### src/rtl/branch_hazard_unit_if.sv
// Decode-side bus of the branch hazard unit.
// The decode stage (master) presents the instruction fields and the global
// freeze. The hazard unit (slave) returns stall/bubble and the stall counter.

`ifndef OPCODE_SIZE
`define OPCODE_SIZE 7
`endif
`ifndef REGFILE_LOGSIZE
`define REGFILE_LOGSIZE 5
`endif

interface branch_hazard_unit_if #(
    parameter int CNT_W = 16
);
    logic [`OPCODE_SIZE-1:0]     opcode;
    logic [`REGFILE_LOGSIZE-1:0] rs1_field;
    logic [`REGFILE_LOGSIZE-1:0] rs2_field;
    logic [`REGFILE_LOGSIZE-1:0] wr_field;
    logic                        wr_en;
    logic                        ext_stall;
    logic                        stall;
    logic                        bubble;
    logic [CNT_W-1:0]            stall_cnt;

    modport master (
        output opcode,
        output rs1_field,
        output rs2_field,
        output wr_field,
        output wr_en,
        output ext_stall,
        input  stall,
        input  bubble,
        input  stall_cnt
    );

    modport slave (
        input  opcode,
        input  rs1_field,
        input  rs2_field,
        input  wr_field,
        input  wr_en,
        input  ext_stall,
        output stall,
        output bubble,
        output stall_cnt
    );
endinterface

### src/rtl/branch_hazard_unit.sv
// Decode-stage hazard detector for the 5-stage RV32I pipeline.
// Branches and jalr resolve in decode, so their operands must be available
// from MEM at the latest (via the branch forwarding unit). Producers still in
// EX, or loads still in MEM, force a stall of fetch/decode plus an EX bubble.
// Non-branch instructions only stall on the classic load-use case.
// The only state is a shadow copy of the EX and MEM destination registers;
// multi-cycle stalls fall out of bubbles moving from EX into MEM.

`ifndef OPCODE_SIZE
`define OPCODE_SIZE 7
`endif
`ifndef REGFILE_LOGSIZE
`define REGFILE_LOGSIZE 5
`endif
`ifndef BTYPE_OP
`define BTYPE_OP 7'b1100011
`endif
`ifndef JALR_OP
`define JALR_OP 7'b1100111
`endif
`ifndef LOAD_OP
`define LOAD_OP 7'b0000011
`endif
`ifndef STORE_OP
`define STORE_OP 7'b0100011
`endif
`ifndef RTYPE_OP
`define RTYPE_OP 7'b0110011
`endif
`ifndef ITYPE_OP
`define ITYPE_OP 7'b0010011
`endif

module branch_hazard_unit #(
    parameter int CNT_W = 16
) (
    input  logic                  clk,
    input  logic                  nrst,
    branch_hazard_unit_if.slave   bus
);

    localparam int RW = `REGFILE_LOGSIZE;

    // Shadow copies of the destination info of the instructions in EX and MEM
    logic          ex_wr_en;
    logic [RW-1:0] ex_wr_field;
    logic          ex_is_load;
    logic          mem_wr_en;
    logic [RW-1:0] mem_wr_field;
    logic          mem_is_load;
    logic [CNT_W-1:0] stall_cnt_q;

    // Decode-side classification of the instruction
    logic rs1_used;
    logic rs2_used;
    logic is_branch;
    logic dec_is_load;
    logic dec_writes;

    // Operand match terms against EX and MEM
    logic hex_1;
    logic hex_2;
    logic hmem_1;
    logic hmem_2;
    logic hazard;

    // Work out which source operands the decode instruction actually reads
    always_comb begin
        rs1_used    = 1'b0;
        rs2_used    = 1'b0;
        is_branch   = 1'b0;
        dec_is_load = 1'b0;
        case (bus.opcode)
            `BTYPE_OP: begin
                rs1_used  = 1'b1;
                rs2_used  = 1'b1;
                is_branch = 1'b1;
            end
            `JALR_OP: begin
                rs1_used  = 1'b1;
                is_branch = 1'b1;
            end
            `LOAD_OP: begin
                rs1_used    = 1'b1;
                dec_is_load = 1'b1;
            end
            `STORE_OP: begin
                rs1_used = 1'b1;
                rs2_used = 1'b1;
            end
            `RTYPE_OP: begin
                rs1_used = 1'b1;
                rs2_used = 1'b1;
            end
            `ITYPE_OP: begin
                rs1_used = 1'b1;
            end
            default: begin
                rs1_used = 1'b0;
                rs2_used = 1'b0;
            end
        endcase
        // x0 writes are discarded so they can never match a later reader
        dec_writes = bus.wr_en && (bus.wr_field != '0);
    end

    // Compare each used, non-zero source register against EX and MEM writers
    always_comb begin
        hex_1  = rs1_used && (bus.rs1_field != '0) && ex_wr_en
                 && (ex_wr_field == bus.rs1_field);
        hex_2  = rs2_used && (bus.rs2_field != '0) && ex_wr_en
                 && (ex_wr_field == bus.rs2_field);
        hmem_1 = rs1_used && (bus.rs1_field != '0) && mem_wr_en
                 && (mem_wr_field == bus.rs1_field);
        hmem_2 = rs2_used && (bus.rs2_field != '0) && mem_wr_en
                 && (mem_wr_field == bus.rs2_field);
    end

    // Branches need the value by MEM and not from a load; others only fear a load in EX
    always_comb begin
        hazard = 1'b0;
        if (is_branch) begin
            if (hex_1 || hex_2) begin
                hazard = 1'b1;
            end
            if ((hmem_1 || hmem_2) && mem_is_load) begin
                hazard = 1'b1;
            end
        end else begin
            if ((hex_1 || hex_2) && ex_is_load) begin
                hazard = 1'b1;
            end
        end
    end

    // Stall is raised even during a freeze; the bubble only when the pipe moves
    always_comb begin
        bus.stall     = hazard;
        bus.bubble    = hazard && !bus.ext_stall;
        bus.stall_cnt = stall_cnt_q;
    end

    // Advance the EX/MEM shadow regs with the pipeline, inserting bubbles on hazards
    always_ff @(posedge clk) begin
        if (!nrst) begin
            ex_wr_en     <= 1'b0;
            ex_wr_field  <= '0;
            ex_is_load   <= 1'b0;
            mem_wr_en    <= 1'b0;
            mem_wr_field <= '0;
            mem_is_load  <= 1'b0;
        end else if (!bus.ext_stall) begin
            mem_wr_en    <= ex_wr_en;
            mem_wr_field <= ex_wr_field;
            mem_is_load  <= ex_is_load;
            if (bus.bubble) begin
                ex_wr_en    <= 1'b0;
                ex_wr_field <= '0;
                ex_is_load  <= 1'b0;
            end else begin
                ex_wr_en    <= dec_writes;
                ex_wr_field <= bus.wr_field;
                ex_is_load  <= dec_is_load;
            end
        end
    end

    // Count cycles lost to this unit, saturating at all-ones
    always_ff @(posedge clk) begin
        if (!nrst) begin
            stall_cnt_q <= '0;
        end else if (!bus.ext_stall && bus.bubble && (stall_cnt_q != '1)) begin
            stall_cnt_q <= stall_cnt_q + 1'b1;
        end
    end

endmodule

### src/flat_wrapper.sv
// flat-port wrapper written by rule: the top's interface ports become plain ports
module branch_hazard_unit_flat 
#(
    parameter int CNT_W = 16
)
  (clk, nrst, bus_opcode, bus_rs1_field, bus_rs2_field, bus_wr_field, bus_wr_en, bus_ext_stall, bus_stall, bus_bubble, bus_stall_cnt);
  branch_hazard_unit_if #(.CNT_W(CNT_W)) bus_i ();
  input  logic clk;
  input  logic nrst;
  input wire logic [$bits(bus_i.opcode)-1:0] bus_opcode;
  input wire logic [$bits(bus_i.rs1_field)-1:0] bus_rs1_field;
  input wire logic [$bits(bus_i.rs2_field)-1:0] bus_rs2_field;
  input wire logic [$bits(bus_i.wr_field)-1:0] bus_wr_field;
  input wire logic [$bits(bus_i.wr_en)-1:0] bus_wr_en;
  input wire logic [$bits(bus_i.ext_stall)-1:0] bus_ext_stall;
  output wire logic [$bits(bus_i.stall)-1:0] bus_stall;
  output wire logic [$bits(bus_i.bubble)-1:0] bus_bubble;
  output wire logic [$bits(bus_i.stall_cnt)-1:0] bus_stall_cnt;
  assign bus_i.opcode = bus_opcode;
  assign bus_i.rs1_field = bus_rs1_field;
  assign bus_i.rs2_field = bus_rs2_field;
  assign bus_i.wr_field = bus_wr_field;
  assign bus_i.wr_en = bus_wr_en;
  assign bus_i.ext_stall = bus_ext_stall;
  assign bus_stall = bus_i.stall;
  assign bus_bubble = bus_i.bubble;
  assign bus_stall_cnt = bus_i.stall_cnt;
  branch_hazard_unit #(.CNT_W(CNT_W)) u_core (.clk(clk), .nrst(nrst), .bus(bus_i));
endmodule
### config.mk
export PLATFORM = sky130hd
export DESIGN_NAME = branch_hazard_unit_flat
export DESIGN_NICKNAME = d
export VERILOG_FILES = /design/src/rtl/branch_hazard_unit_if.sv /design/src/rtl/branch_hazard_unit.sv /design/src/flat_wrapper.sv
export SDC_FILE = /design/constraint.sdc
export NUM_CORES = 1
export LEC_CHECK = 0
export ABC_AREA = 0
export CELL_PAD_IN_SITES_DETAIL_PLACEMENT = 0
export CELL_PAD_IN_SITES_GLOBAL_PLACEMENT = 1
export CORE_MARGIN = 5
export CORE_UTILIZATION = 35
export DETAILED_ROUTE_END_ITERATION = 7
export GPL_ROUTABILITY_DRIVEN = 0
export HOLD_SLACK_MARGIN = 0.12
export PLACE_DENSITY_LB_ADDON = 0.1
export RECOVER_POWER = 100
export SLEW_MARGIN = 5
export SYNTH_ARGS = -nofsm -noshare
export SYNTH_HDL_FRONTEND = slang
export SYNTH_SLANG_ARGS = --single-unit
### constraint.sdc
create_clock -name clk -period 2.99 [get_ports clk]
set_clock_uncertainty 0.05 [all_clocks]
set_input_delay 0.4485 -clock clk [delete_from_list [all_inputs] [get_ports clk]]
set_output_delay 0.4485 -clock clk [all_outputs]
set_load 0.005 [all_outputs]
==> summary.md <==
| Metric | Value |
|---|---|
| Status | completed |
| Remaining global-route overflow | 0 |
| Max-slew violations | 0 |
| Via Count | 1802 |
| R2R setup slack | 750 ps |
| Critical path class | input port to flip-flop |
| Yosys warning count | 0 |
| WL per Instance | 14.39 um |
| Worst R2R Path Depth | 8 |
| RSZ-0062 raised after global routing | no |
| H-Tree Depth | 2 |
| Sequential element share of the synthesized area | 32.92% |
| WHS Path Cells | 2 |
| Final Hold Viols | 0 |
| Endpoint class of the critical path | flip-flop |
| Overall Global Routing Usage | 15.41% |
| TritonCTS Buffers | 5 |
| Capture point of the worst reg-to-reg path | u_core.bus.stall_cnt[4]$_SDFFE_PN0P_ |
| Crit path buf inv count | 4 |
| Total Wirelength | 4894 um |
| Hold crit path type | flip-flop to flip-flop |
| CTS tree | built |
| Final period util | 92.56% |
| Post-CTS setup buffers | 0 |
| Maximum VDD drop | 0.2342 mV |
| Critical Path AT | 2880 ps |
| IO Pins | 44 |
| First-pass GRT wire length | 8073 um |
| Mean post-synth cell area | 8.525 um2 |
| Total clock sinks | 30 |
| Core ar. | 0.005075 mm2 |
| Total power | 872.1 uW |
| Lkg Pwr | 0.9305 nW |
| Die Area | 0.006756 mm2 |
| Number of synthesized register bits | 30 |
| Fin util | 49.78% |
| Synth top area share | 32.92% |
| Max_slew headroom | 29.08% |
| Worst-Margin Slew | 1064 ps |
| DRT Pass-1 Iters | 4 |
| Initial core utilization | 35.95% |
| Most used cell, CP | clkbuf_1 |
| Slowest CP cell | dlygate4sd3_1 |
| Worst EP required | 3100 ps |
| Die height | 82.20 um |
| Register area | 600.6 um2 |
| Largest net degree at the start of global routing | 27 |
| DR iter-0 viols | 91 |
| Mapped Area | 0.001824 mm2 |
| Number of vias per cell | 5.300 |
| Top Family by Delay on Critical Path | buffers and inverters |
| Clk buf depth | 2 |
| Final ANT Viol Nets | 0 |
| Latest clock arrival within the worst-skew pair | 270 ps |
| Area growth, synth to finish | 38.48% |
| Gate Count Post-Synth | 214 |
| Syn Nets | 241 |
| Multi-input logic area | 0.001201 mm2 |
| Std-Cell Rows | 26 |
| PortBufs | 43 |
| Netlist cell types | 40 |
| Post-DP HPWL | 3733 um |
| Hold Buf Count CTS | 0 |
| Hold Path Sink | u_core.mem_wr_en$_SDFFE_PN0N_ |
| Critical Path Max Stage Delay | 610 ps |
| Root buffer cell | clkbuf_8 |
| Max Freq | 361.3 MHz |
| N_diodes | 0 |
| Initial antenna violation count | 0 |
| Commonest non-fill, non-tap cells in the layout | dfxtp_1 (30), clkdlybuf4s50_1 (23), nand2_1 (19), nor2_1 (19), dlygate4sd3_1 (18) |
| Most common cell after layout, fill and taps aside | dfxtp_1 |
| Die width | 82.20 um |
| Min-delay src | u_core.mem_wr_en$_SDFFE_PN0N_ |
| Dominant cell type by area after synthesis | dfxtp_1 |
| Residual DRC | 0 |
| Minimum clock period | 2768 ps |
| Post-route cell area | 0.002526 mm2 |
| Worst r2r src | u_core.ex_wr_field[4]$_SDFFE_PN0N_ |
| CP Launch Type | input port |
| Nets | 296 |
| Critical path cell sequence | dlygate4sd3_1 > or4_4 > o211ai_4 > nor4b_2 > clkbuf_1 > nor4_4 > buf_12 > nor3_1 > clkbuf_1 > mux2i_1 |
| Filler Cell Count | 522 |
| Setup violators final | 0 |
| Worst-path maximum fanout | 26 |
| Top post-synthesis cells by area | dfxtp_1 (33%), xnor2_1 (7.7%), mux2i_1 (7.1%) |
| Max-Cap Viols | 0 |
| Vias in the first global route | 1706 |
| Share of layout cells above drive strength 1 | 11.11% |
| Placed Instance Area | 0.002411 mm2 |
| Worst-path clk slew | 60 ps |
| Ratio of total power to cell area | 345.2 mW/mm2 |
[cells by family after synthesis]
kind of cell | synth area share [%]
flip-flops | 32.92
AND/OR/NAND/NOR | 32.65
multiplexers | 7.133
AO/OA/AOI/OAI | 13.92
XOR/XNOR | 9.602
buffers and inverters | 3.087
adder cells (fa/ha/maj) | 0.6858
[timing repair]
| action | in CTS | in global routing |
|---|---|---|
| resized for setup | 1 | 7 |
| endpoints found under the setup margin | 1 | 2 |
| pin swaps | 0 | 1 |
[Yosys cell counts]
library cell,number
dfxtp_1,30
nor2_1,20
nand2_1,19
xnor2_1,16
mux2i_1,13
nand2b_1,11
nand3_1,10
nor4_1,10
a22oi_1,7
clkbuf_1,7
nand4_1,7
a21oi_1,6
o311ai_0,5
o41ai_1,5
or3_1,5
nor3_1,4
o21ai_0,4
or4_1,4
xor2_1,4
and3b_1,2
buf_6,2
inv_1,2
nor3b_1,2
o31ai_1,2
or2_2,2
a21boi_0,1
a32oi_1,1
and2_1,1
and4_1,1
and4bb_2,1
ha_1,1
nor4_2,1
nor4_4,1
nor4b_2,1
o211ai_1,1
o211ai_2,1
o21ai_1,1
o21bai_1,1
or4_4,1
or4b_2,1
[metal layers]
| metal | vias to the layer above | wire length (um) | track usage, % |
|---|---|---|---|
| met3 | 6 | 186 | 3.471 |
| met4 | 0 | 48 | 4.319 |
| met5 | - | 0 | 0 |
| li1 | 911 | - | - |
| met1 | 846 | 2513 | 21.78 |
| met2 | 39 | 2146 | 23.32 |
[where the power goes]
| group | internal [mW] | leakage [nW] | switching [mW] |
|---|---|---|---|
| Sequential | 0.407 | 0.243 | 0.00915 |
| Combinational | 0.0645 | 0.639 | 0.0575 |
| Clock | 0.185 | 0.0482 | 0.149 |
| Total | 0.657 | 0.931 | 0.215 |
[metrics by stage]
stage	cells	TNS (ps)	hold WS (ps)	setup slack [ps]
after floorplan	214	0	405.4	759.5
after global placement	332	-95.62	421.7	-95.62
after detailed placement	332	-77.00	429.6	-77.00
after CTS	340	0	446.1	13.88
after global routing	340	0	476.9	131.5
final	340	0	440.7	222.4
[cell type report]
type                    instances  area share (%)
repair buffers                 57           21.30
multi-input cells             173           47.55
clock buffers                   7           3.418
well taps                      70           3.467
inverters                       2          0.2972
flip-flops and latches         30           23.77
clock inverters                 1          0.1981
[worst max path at each step]
stage,start,to,depth (start not counted)
3_3_place_gp,bus_rs2_field[3],bus_bubble,7
3_5_place_dp,bus_rs2_field[3],bus_bubble,7
6_report,bus_rs2_field[3],u_core.bus.stall_cnt[1]$_SDFFE_PN0P_,10
2_1_floorplan,bus_rs2_field[0],u_core.bus.stall_cnt[14]$_SDFFE_PN0P_,7
5_1_grt,bus_rs2_field[3],u_core.bus.stall_cnt[0]$_SDFFE_PN0P_,10
4_1_cts,bus_rs2_field[3],bus_bubble,7
[registers in the layout, indices dropped and copies added (netlist names)]
signal and flops:
u_core.ex_is_load 1, u_core.mem_wr_field 5, u_core.mem_wr_en 1, u_core.ex_wr_field 5, u_core.bus.stall_cnt 16, u_core.ex_wr_en 1, u_core.mem_is_load 1
[tightest hold or removal path, stage by stage (launching register included)]
cell,delay (ps)
dfxtp_1,320
mux2i_1,70
nor2_1,70
(Power assumes the default switching activity.)
